[config.mk]
export PLATFORM = sky130hd
export DESIGN_NAME = keypad_scanner
export DESIGN_NICKNAME = d
export VERILOG_FILES = /design/src/rtl/keypad_pkg.sv /design/src/rtl/scan_tick_gen.sv /design/src/rtl/keypad_scanner.sv
export SDC_FILE = /design/constraint.sdc
export NUM_CORES = 1
export LEC_CHECK = 0
export ABC_AREA = 1
export CELL_PAD_IN_SITES_DETAIL_PLACEMENT = 1
export CELL_PAD_IN_SITES_GLOBAL_PLACEMENT = 2
export CORE_MARGIN = 3
export CORE_UTILIZATION = 30
export CTS_CLUSTER_DIAMETER = 30
export CTS_CLUSTER_SIZE = 24
export DETAILED_ROUTE_END_ITERATION = 8
export PLACE_DENSITY_LB_ADDON = 0.2
export RECOVER_POWER = 100
export SLEW_MARGIN = 20
export SYNTH_ARGS = -nofsm -noshare
export SYNTH_HDL_FRONTEND = slang
export SYNTH_HIERARCHICAL = 1
export SYNTH_SLANG_ARGS = --single-unit
export TNS_END_PERCENT = 100
[constraint.sdc]
create_clock -name clk -period 3.5 [get_ports clk]
set_clock_uncertainty 0.15 [all_clocks]
set_input_delay 0.7 -clock clk [delete_from_list [all_inputs] [get_ports clk]]
set_output_delay 0.7 -clock clk [all_outputs]
set_load 0.03 [all_outputs]
[src/rtl/keypad_pkg.sv]
// keypad_pkg: shared types and helpers for the 4x4 keypad scanner.
//   state_e      debounce FSM states
//   scan_res_e   classification of one full four-column scan
//   COL_INIT     column drive after reset (column 0 driven low)
//   COL_LAST     column drive during the last dwell of a scan
//   low_index    position of the lowest-numbered 0 bit in an active-low nibble
//   low_count    number of 0 bits in an active-low nibble
package keypad_pkg;

  typedef enum logic [1:0] {IDLE, PRESS_DB, PRESSED, REL_DB} state_e;

  typedef enum logic [1:0] {SCAN_NONE, SCAN_KEY, SCAN_MULTI} scan_res_e;

  localparam logic [3:0] COL_INIT = 4'b1110;
  localparam logic [3:0] COL_LAST = 4'b0111;

  function automatic logic [1:0] low_index(input logic [3:0] v_n);
    logic [1:0] idx;
    idx = 2'd0;
    for (int i = 3; i >= 0; i--) begin
      if (!v_n[i]) idx = 2'(i);
    end
    return idx;
  endfunction

  function automatic logic [2:0] low_count(input logic [3:0] v_n);
    logic [2:0] n;
    n = 3'd0;
    for (int i = 0; i < 4; i++) begin
      if (!v_n[i]) n = n + 3'd1;
    end
    return n;
  endfunction

endpackage

[src/rtl/scan_tick_gen.sv]
// scan_tick_gen: free-running divider that emits a one-cycle tick every DIV
// clock cycles (at the terminal count DIV-1). Shared with display multiplexing.
//   clk    in   system clock
//   reset  in   synchronous active-high reset (count returns to 0)
//   tick   out  high for one cycle when the count is DIV-1
module scan_tick_gen #(
  parameter int unsigned DIV = 4
) (
  input  logic clk,
  input  logic reset,
  output logic tick
);

  localparam int unsigned CW = (DIV > 1) ? $clog2(DIV) : 1;
  localparam logic [CW-1:0] TERM = CW'(DIV - 1);

  logic [CW-1:0] count_q;
  logic [CW-1:0] count_d;
  logic          tick_c;

  always_comb begin
    tick_c  = (count_q == TERM);
    count_d = tick_c ? '0 : count_q + 1'b1;
  end

  always_ff @(posedge clk) begin
    if (reset) count_q <= '0;
    else       count_q <= count_d;
  end

  assign tick = tick_c;

endmodule

[src/rtl/keypad_scanner.sv]
// keypad_scanner: scans a 4x4 active-low matrix keypad and reports one
// debounced key code per press.
//   clk        in   system clock
//   reset      in   synchronous active-high reset
//   row[3:0]   in   keypad rows, active-low, asynchronous to clk
//   col[3:0]   out  column drive, active-low, exactly one bit low
//   key_code   out  row_idx*4 + col_idx of the last accepted key (held)
//   key_valid  out  one-cycle pulse when a key is accepted; there is no
//                   back-pressure: the consumer must take key_code in the
//                   cycle key_valid is high
//   key_held   out  high from acceptance until the release is debounced
//   state_dbg  out  current debounce FSM state
module keypad_scanner
  import keypad_pkg::*;
#(
  parameter int unsigned CLK_HZ         = 100_000_000,
  parameter int unsigned SCAN_HZ        = 1000,
  parameter int unsigned DEBOUNCE_SCANS = 4
) (
  input  logic       clk,
  input  logic       reset,
  input  logic [3:0] row,
  output logic [3:0] col,
  output logic [3:0] key_code,
  output logic       key_valid,
  output logic       key_held,
  output state_e     state_dbg
);

  localparam int unsigned DWELL = CLK_HZ / SCAN_HZ;
  localparam int unsigned CNT_W = $clog2(DEBOUNCE_SCANS + 1);
  localparam logic [CNT_W-1:0] CNT_ONE    = CNT_W'(1);
  localparam logic [CNT_W-1:0] CNT_TARGET = CNT_W'(DEBOUNCE_SCANS);

  logic tick;

  scan_tick_gen #(.DIV(DWELL)) u_tick (
    .clk   (clk),
    .reset (reset),
    .tick  (tick)
  );

  logic [3:0]       row_meta_q, row_meta_d;
  logic [3:0]       row_sync_q, row_sync_d;
  logic [3:0]       col_q, col_d;
  // acc_n counts low row bits seen so far in this scan, saturating at 2 ("many").
  logic [1:0]       acc_n_q, acc_n_d;
  logic [3:0]       acc_code_q, acc_code_d;
  state_e           state_q, state_d;
  logic [3:0]       cand_q, cand_d;
  logic [CNT_W-1:0] cnt_q, cnt_d;
  logic [3:0]       key_code_q, key_code_d;
  logic             key_valid_q, key_valid_d;
  logic             key_held_q, key_held_d;

  logic [2:0]       sample_n;
  logic [2:0]       total;
  logic [1:0]       acc_n_nx;
  logic [3:0]       acc_code_nx;
  logic             scan_done;
  scan_res_e        scan_res;

  always_comb begin
    row_meta_d  = row;
    row_sync_d  = row_meta_q;
    col_d       = col_q;
    acc_n_d     = acc_n_q;
    acc_code_d  = acc_code_q;
    state_d     = state_q;
    cand_d      = cand_q;
    cnt_d       = cnt_q;
    key_code_d  = key_code_q;
    key_valid_d = 1'b0;
    key_held_d  = key_held_q;
    scan_done   = 1'b0;
    scan_res    = SCAN_NONE;

    // Fold the current column's sample into the per-scan accumulator.
    sample_n    = low_count(row_sync_q);
    total       = {1'b0, acc_n_q} + sample_n;
    acc_n_nx    = (total > 3'd2) ? 2'd2 : total[1:0];
    acc_code_nx = acc_code_q;
    if (acc_n_q == 2'd0 && sample_n == 3'd1) begin
      acc_code_nx = {low_index(row_sync_q), low_index(col_q)};
    end

    if (tick) begin
      col_d      = {col_q[2:0], col_q[3]};
      acc_n_d    = acc_n_nx;
      acc_code_d = acc_code_nx;
      if (col_q == COL_LAST) begin
        scan_done = 1'b1;
        acc_n_d   = 2'd0;
        case (acc_n_nx)
          2'd0:    scan_res = SCAN_NONE;
          2'd1:    scan_res = SCAN_KEY;
          default: scan_res = SCAN_MULTI;
        endcase
      end
    end

    if (scan_done) begin
      case (state_q)
        IDLE: begin
          if (scan_res == SCAN_KEY) begin
            cand_d  = acc_code_nx;
            cnt_d   = CNT_ONE;
            state_d = PRESS_DB;
          end
        end
        PRESS_DB: begin
          if (scan_res == SCAN_KEY) begin
            if (acc_code_nx == cand_q) begin
              if (cnt_q != CNT_TARGET) cnt_d = cnt_q + 1'b1;
            end else begin
              cand_d = acc_code_nx;
              cnt_d  = CNT_ONE;
            end
          end else begin
            state_d = IDLE;
          end
        end
        PRESSED: begin
          // Any key activity (including a second key) keeps the press alive.
          if (scan_res == SCAN_NONE) begin
            cnt_d   = CNT_ONE;
            state_d = REL_DB;
          end
        end
        REL_DB: begin
          if (scan_res == SCAN_NONE) begin
            if (cnt_q != CNT_TARGET) cnt_d = cnt_q + 1'b1;
          end else begin
            state_d = PRESSED;
          end
        end
        default: state_d = IDLE;
      endcase

      // Threshold tests use the updated count so a target of 1 accepts on
      // the very first matching scan.
      if (state_d == PRESS_DB && cnt_d == CNT_TARGET) begin
        key_code_d  = cand_d;
        key_valid_d = 1'b1;
        key_held_d  = 1'b1;
        state_d     = PRESSED;
      end else if (state_d == REL_DB && cnt_d == CNT_TARGET) begin
        key_held_d = 1'b0;
        state_d    = IDLE;
      end
    end
  end

  always_ff @(posedge clk) begin
    if (reset) begin
      row_meta_q  <= 4'b1111;
      row_sync_q  <= 4'b1111;
      col_q       <= COL_INIT;
      acc_n_q     <= 2'd0;
      acc_code_q  <= 4'd0;
      state_q     <= IDLE;
      cand_q      <= 4'd0;
      cnt_q       <= '0;
      key_code_q  <= 4'd0;
      key_valid_q <= 1'b0;
      key_held_q  <= 1'b0;
    end else begin
      row_meta_q  <= row_meta_d;
      row_sync_q  <= row_sync_d;
      col_q       <= col_d;
      acc_n_q     <= acc_n_d;
      acc_code_q  <= acc_code_d;
      state_q     <= state_d;
      cand_q      <= cand_d;
      cnt_q       <= cnt_d;
      key_code_q  <= key_code_d;
      key_valid_q <= key_valid_d;
      key_held_q  <= key_held_d;
    end
  end

  assign col       = col_q;
  assign key_code  = key_code_q;
  assign key_valid = key_valid_q;
  assign key_held  = key_held_q;
  assign state_dbg = state_q;

endmodule

==> flow_metrics.env, run 1 <==
export IMPL_synthCells=432
export IMPL_root_buffer="clkbuf_8"
export IMPL_clock_latency_ps=310
export IMPL_fmax_ghz=0.307
export IMPL_slew_headroom=0.440
export IMPL_cts_inserted_buffers=5
export IMPL_fp_dieW_um=105
export IMPL_cts_tree="yes"
export IMPL_h_tree_depth=2
export IMPL_wl_per_cell_um=12.6
export IMPL_ys_warn_count=6
export IMPL_worst_pin_slew_ps=839
export IMPL_crit_fanout=8
export IMPL_die_h_um=105
export IMPL_arrival_ps=3330
export IMPL_final_area_mm2=0.00359
export IMPL_grt_ovfl_total=0
export IMPL_synth_most_common_cell="nand2_1"
export IMPL_grt_pass1_wl_um=12800
export IMPL_cts_buffer_depth=2
export IMPL_nNetsFinal=486
export IMPL_netlist_area_mm2=0.00291
export IMPL_seqCellArea_mm2=0.00100
export IMPL_grt_max_degree=18
export IMPL_synth_top_area_frac=0.343
export IMPL_grt_pass1_vias=2814
export IMPL_slew_viol_final=0
export IMPL_timing_final_crit_period_ps=3260
export IMPL_drt_iter0_markers=71
export IMPL_r2r_setup_slack_ps=240
export IMPL_grt_use_total=0.142
export IMPL_worst_setup_path_start_kind="flop"
export IMPL_yosysUniqueCellTypes=34
export IMPL_dp_cells=587
export IMPL_cap_viol_max_count=0
export IMPL_hold_viol_final=0
export IMPL_period_share=0.931
export IMPL_required_ps=3570
export IMPL_drive_gt1_frac=0.222
export IMPL_finalWirelength_um=7570
export IMPL_setup_slack_ps=243
export IMPL_hold_path_class="flop to flop"
export IMPL_initial_utilization=0.312
export IMPL_n_antenna_cell=0
export IMPL_p_per_area_mw_per_mm2=311
export IMPL_finalWeightedCongestion=0.772
export IMPL_core_mm2=0.00933
export IMPL_port_buffers=17
export IMPL_viasPerCell=4.61
export IMPL_rows=35
export IMPL_hp_start="row_meta_q[3]$_SDFF_PP1_"
export IMPL_timing_rr_start="row_sync_q[0]$_SDFF_PP1_"
export IMPL_num_io_pins=18
export IMPL_drc=0
export IMPL_ant_nets=0
export IMPL_power_mw=1.12
export IMPL_ctsHoldBuffers=0
export IMPL_synthTopCellsByArea="dfxtp_1 34%, nand2_1 14%, inv_1 8.2%"
export IMPL_die_area_mm2=0.0109
export IMPL_instances_no_fill=602
export IMPL_clkSlewWorstSetupHoldPaths_ps=100
export IMPL_ys_async_sr_fraction=0
export IMPL_leakage_nw=1.58
export IMPL_route_vias_total=2777
export IMPL_finalSetupViolations=0
export IMPL_pre_cts_slack_ps=-66.0
export IMPL_dp_hpwl_um=5660
export IMPL_ys_ff_latch=50
export IMPL_synth_ff_type="dfxtp_1"
export IMPL_area_growth_pct=23.2
export IMPL_multiInputGateArea_mm2=0.00171
export IMPL_yosys_area_top_type="dfxtp_1"
export IMPL_crit_start="row_sync_q[0]$_SDFF_PP1_"
export IMPL_vdd_ir_drop_worst_mv=0.130
export IMPL_synth_seq_area_share=0.343
export IMPL_crit_path_end_kind="flop"
export IMPL_num_fill_cells=1191
export IMPL_synth_edf_count=0
export IMPL_place_area_mm2=0.00332
export IMPL_firstDrtPassIters=4
export IMPL_synth_common_cells="109 x nand2_1, 64 x inv_1, 50 x dfxtp_1"
export IMPL_antenna_found_initial=0
export IMPL_path_class="flop to flop"
export IMPL_syn_avg_cell_area_um2=6.75
export IMPL_synth_nets=446
export IMPL_final_util=0.385
export IMPL_status="finished, final reports clean"
export IMPL_cts_sinks=50
[layout make-up]
cell class	instances	share of cell area
multi-input combinational	307	0.478
sequential	50	0.280
timing repair buffer	40	0.0955
inverter	68	0.0711
tap	129	0.0450
clock buffer	5	0.0192
clock inverter	3	0.0122
[flip-flops by register name (all words and copies together) (netlist names)]
register,flops
u_tick/count_q,17
acc_code_q,4
cand_q,4
col,4
key_code,4
row_meta_q,4
row_sync_q,4
cnt_q,3
acc_n_q,2
state_dbg,2
key_held,1
key_valid,1
[worst paths after layout]
kind,to,depth (start not counted)
setup / recovery,state_dbg[1]$_SDFFE_PP0P_,26
hold reg to reg,row_sync_q[3]$_SDFF_PP1_,1
setup reg to reg,state_dbg[1]$_SDFFE_PP0P_,26
hold / removal,row_sync_q[3]$_SDFF_PP1_,1
[layer usage]
metal  up-vias  routed length, µm  share of wire  track usage
met1      1340               3290           0.43        0.162
met4         0                 97          0.013       0.0418
met3         8                140          0.018       0.0222
met5         -                  0              0            0
li1       1412                  -              -            -
met2        17               4040           0.53        0.271
[repair_timing]
| item | 4_1_cts | 5_1_grt |
|---|---|---|
| setup endpoints to repair | 6 | 15 |
| pin swaps | 1 | 17 |
| setup buffers | 1 | 5 |
| gates resized for setup | 5 | 27 |
| cloned | 0 | 1 |
[cells by family after synthesis]
logic type | after synthesis | share of synthesized area
xor+xnor | 6 | 0.0180
fa+ha+maj | 8 | 0.0369
compound gates | 38 | 0.0713
flops | 50 | 0.343
buf+inv | 76 | 0.107
simple gates | 254 | 0.423
[through the flow]
step	hold slack (ps)	TNS (ps)
floorplan	239	0
finish	267	0
detailed placement	248	-278
global placement	244	0
CTS	273	0
global route	281	-55.5
[critical path, stage by stage (launching register included)]
cell	delay, ps
dfxtp_2	340
inv_2	50
ha_4	280
inv_2	40
nand2_2	60
nand2_1	50
ha_1	260
nand2_1	70
nand2_2	70
fa_2	350
nand3_2	90
nand2_2	60
nor2_4	110
inv_2	60
nor2_4	130
nand2_4	100
nor2_4	110
nand3_2	60
nand2_2	60
nand2_2	50
nor2_4	180
buf_6	140
nand3_4	70
nand2_2	60
nand3_2	50
nand2_1	60
inv_1	30
[where the power goes]
part / switching (mW) / internal (mW) / leakage (nW)
Combinational: 0.0627 / 0.0477 / 1.12
Clock: 0.209 / 0.215 / 0.0585
Sequential: 0.00528 / 0.576 / 0.405
Total: 0.277 / 0.838 / 1.58
[placed cells by master (no fill, tap or decap), drive strengths merged, types with 2 or more instances in the layout]
master / count
clkbuf: 7
buf: 21
inv: 68
o31ai: 2
a21oi: 16
dlygate4sd3: 13
clkdlybuf4s50: 4
xor2: 2
o211ai: 4
nor3: 3
nand3: 39
ha: 7
nand2: 127
nand4: 6
clkinv: 2
nor2: 68
or2: 9
xnor2: 4
nand3b: 2
dfxtp: 50
o21ai: 15
Power figures use the tool's default switching activity.
==> inputs of run 2 (changes only) <==
--- a/config.mk
+++ b/config.mk
@@ -9,7 +9,7 @@
 export CELL_PAD_IN_SITES_DETAIL_PLACEMENT = 1
 export CELL_PAD_IN_SITES_GLOBAL_PLACEMENT = 2
 export CORE_MARGIN = 3
-export CORE_UTILIZATION = 30
+export CORE_UTILIZATION = 29
 export CTS_CLUSTER_DIAMETER = 30
 export CTS_CLUSTER_SIZE = 24
 export DETAILED_ROUTE_END_ITERATION = 8
==> run 2 against run 1 <==
Against the previous run:
- final area down 1.1%
- via count shrank 2.2%
- routed wire length up 0.96%
- worst setup slack got worse by 63 ps
- sequential share of layout area increased by 0.32 points
- non-clock buffer count fell by 1
- fmax shrank 1.9%
- hold slack worse by 2.1 ps
- first-iteration DRC count rose by 15%
- flip-flop and latch count unchanged
- critical endpoint is now key_code[0]$_SDFFE_PP0P_
- largest power group unchanged
==> flow_metrics.env, run 2 (synthesis gave the netlist of run 1 again) <==
export IMPL_area_growth_pct=21.8
export IMPL_crit_path_end_kind="flop"
export IMPL_drc=0
export IMPL_grt_use_total=0.137
export IMPL_viasPerCell=4.52
export IMPL_route_vias_total=2715
export IMPL_fp_dieW_um=106
export IMPL_cp_common_cell="nand2_1"
export IMPL_crit_fanout=8
export IMPL_die_h_um=106
export IMPL_hold_viol_final=0
export IMPL_required_ps=3600
export IMPL_nNetsFinal=485
export IMPL_crit_buf_inv=5
export IMPL_grt_ovfl_total=0
export IMPL_final_area_mm2=0.00355
export IMPL_grt_max_degree=18
export IMPL_cts_buffer_depth=2
export IMPL_finalWeightedCongestion=0.805
export IMPL_cts_sinks=50
export IMPL_timing_rr_start="row_sync_q[1]$_SDFF_PP1_"
export IMPL_finalWirelength_um=7640
export IMPL_seqCellArea_mm2=0.00100
export IMPL_slew_headroom=0.453
export IMPL_r2r_cells=25
export IMPL_n_antenna_cell=0
export IMPL_layout_commonest_cell="nand2_1"
export IMPL_antenna_found_initial=0
export IMPL_cts_inserted_buffers=5
export IMPL_cp_top_family="simple AND/OR/NAND/NOR gates"
export IMPL_wl_per_cell_um=12.7
export IMPL_timing_final_crit_period_ps=3320
export IMPL_crit_start="row_sync_q[1]$_SDFF_PP1_"
export IMPL_vdd_ir_drop_worst_mv=0.120
export IMPL_root_buffer="clkbuf_8"
export IMPL_h_tree_depth=2
export IMPL_crit_cells=25
export IMPL_clock_latency_ps=300
export IMPL_hold_path_class="flop to flop"
export IMPL_place_area_mm2=0.00330
export IMPL_setup_slack_ps=180
export IMPL_largest_register_ff_count=17
export IMPL_num_fill_cells=1242
export IMPL_firstDrtPassIters=4
export IMPL_status="finished, final reports clean"
export IMPL_pre_cts_slack_ps=-97.7
export IMPL_leakage_nw=1.56
export IMPL_core_mm2=0.00950
export IMPL_initial_utilization=0.307
export IMPL_grt_pass1_vias=2782
export IMPL_slew_viol_final=0
export IMPL_finalSetupViolations=0
export IMPL_critPathSlowestCell="fa_2"
export IMPL_port_buffers=17
export IMPL_r2r_setup_slack_ps=180
export IMPL_top_register="u_tick/count_q"
export IMPL_rows=35
export IMPL_worst_pin_slew_ps=819
export IMPL_holdPathStages=1
export IMPL_p_per_area_mw_per_mm2=295
export IMPL_layout_common_cells="105 x nand2_1, 61 x inv_1, 48 x dfxtp_1, 45 x nor2_1, 35 x nand3_1"
export IMPL_hp_start="row_meta_q[2]$_SDFF_PP1_"
export IMPL_num_io_pins=18
export IMPL_final_util=0.374
export IMPL_worst_setup_path_start_kind="flop"
export IMPL_period_share=0.949
export IMPL_grt_pass1_wl_um=12700
export IMPL_path_class="flop to flop"
export IMPL_ant_nets=0
export IMPL_multiInputGateArea_mm2=0.00170
export IMPL_arrival_ps=3420
export IMPL_crit_path_max_incr_delay_ps=360
export IMPL_cap_viol_max_count=0
export IMPL_clkSlewWorstSetupHoldPaths_ps=90
export IMPL_dp_hpwl_um=5610
export IMPL_die_area_mm2=0.0113
export IMPL_drt_iter0_markers=82
export IMPL_rsz0062_at_grt="true"
export IMPL_drive_gt1_frac=0.220
export IMPL_cts_tree="yes"
export IMPL_fmax_ghz=0.301
==> run 2: cell types whose count changed in the layout (fill, tap and decap cells not counted), sizes merged <==
cell,delta
dlygate4sd3,-1
clkdlybuf4s50,+1
clkbuf,+1
bufinv,-1
clkinv,-1
==> run 2: stage by stage <==
step | cells | total power, mW | setup TNS, ps | hold slack, ps
after floorplan | 432 | 0.662 | 0 | 239
after global placement | 585 | 0.693 | 0 | 246
after detailed placement | 585 | 0.694 | -473 | 247
after CTS | 593 | 1.06 | 0 | 269
after global routing | 601 | 1.10 | -405 | 283
final | 601 | 1.05 | 0 | 265
==> run 2: report_power, final <==
group	internal [mW]	leakage, nW	switching, mW	total, mW
sequential	0.576	0.405	0.00539	0.581
clock	0.160	0.0482	0.196	0.356
combinational	0.0479	1.11	0.0628	0.111
total	0.784	1.56	0.264	1.05
==> run 2: final timing paths <==
| kind | to |
|---|---|
| worst max register to register | key_code[0]$_SDFFE_PP0P_ |
| worst max-delay path | key_code[0]$_SDFFE_PP0P_ |
| worst min-delay path | row_sync_q[2]$_SDFF_PP1_ |
| worst min register to register | row_sync_q[2]$_SDFF_PP1_ |
==> run 2: cell type report <==
type,instances,share of cell area
Clock buffer,7,0.0243
Tap cell,129,0.0455
Clock inverter,1,0.00141
Timing Repair Buffer,39,0.0945
Multi-Input combinational cell,307,0.480
Sequential cell,50,0.283
Inverter,68,0.0719
==> run 2: timing repair <==
action / CTS / global route
gates cloned: 0 / 1
endpoints found under the setup margin: 7 / 15
resized for setup: 4 / 28
hold buffers: 0 / 0
endpoints found under the hold margin: 0 / 0
pin swaps: 1 / 20
buffers inserted: 0 / 7
==> run 2: per-layer routing <==
layer	part of all wire	GRT usage	up-vias	wire [µm]
met2	0.47	0.230	21	3570
met1	0.50	0.183	1271	3810
met4	0.0099	0.0370	0	76
met5	0	0	-	0
met3	0.024	0.0219	6	184
li1	-	-	1417	-
==> run 2: worst register-to-register path, delay by kind of cell, from the launching register on <==
kind / cells / cell delay (ps)
flops: 1 / 340
simple gates: 17 / 1610
buf+inv: 5 / 410
fa+ha+maj: 3 / 780
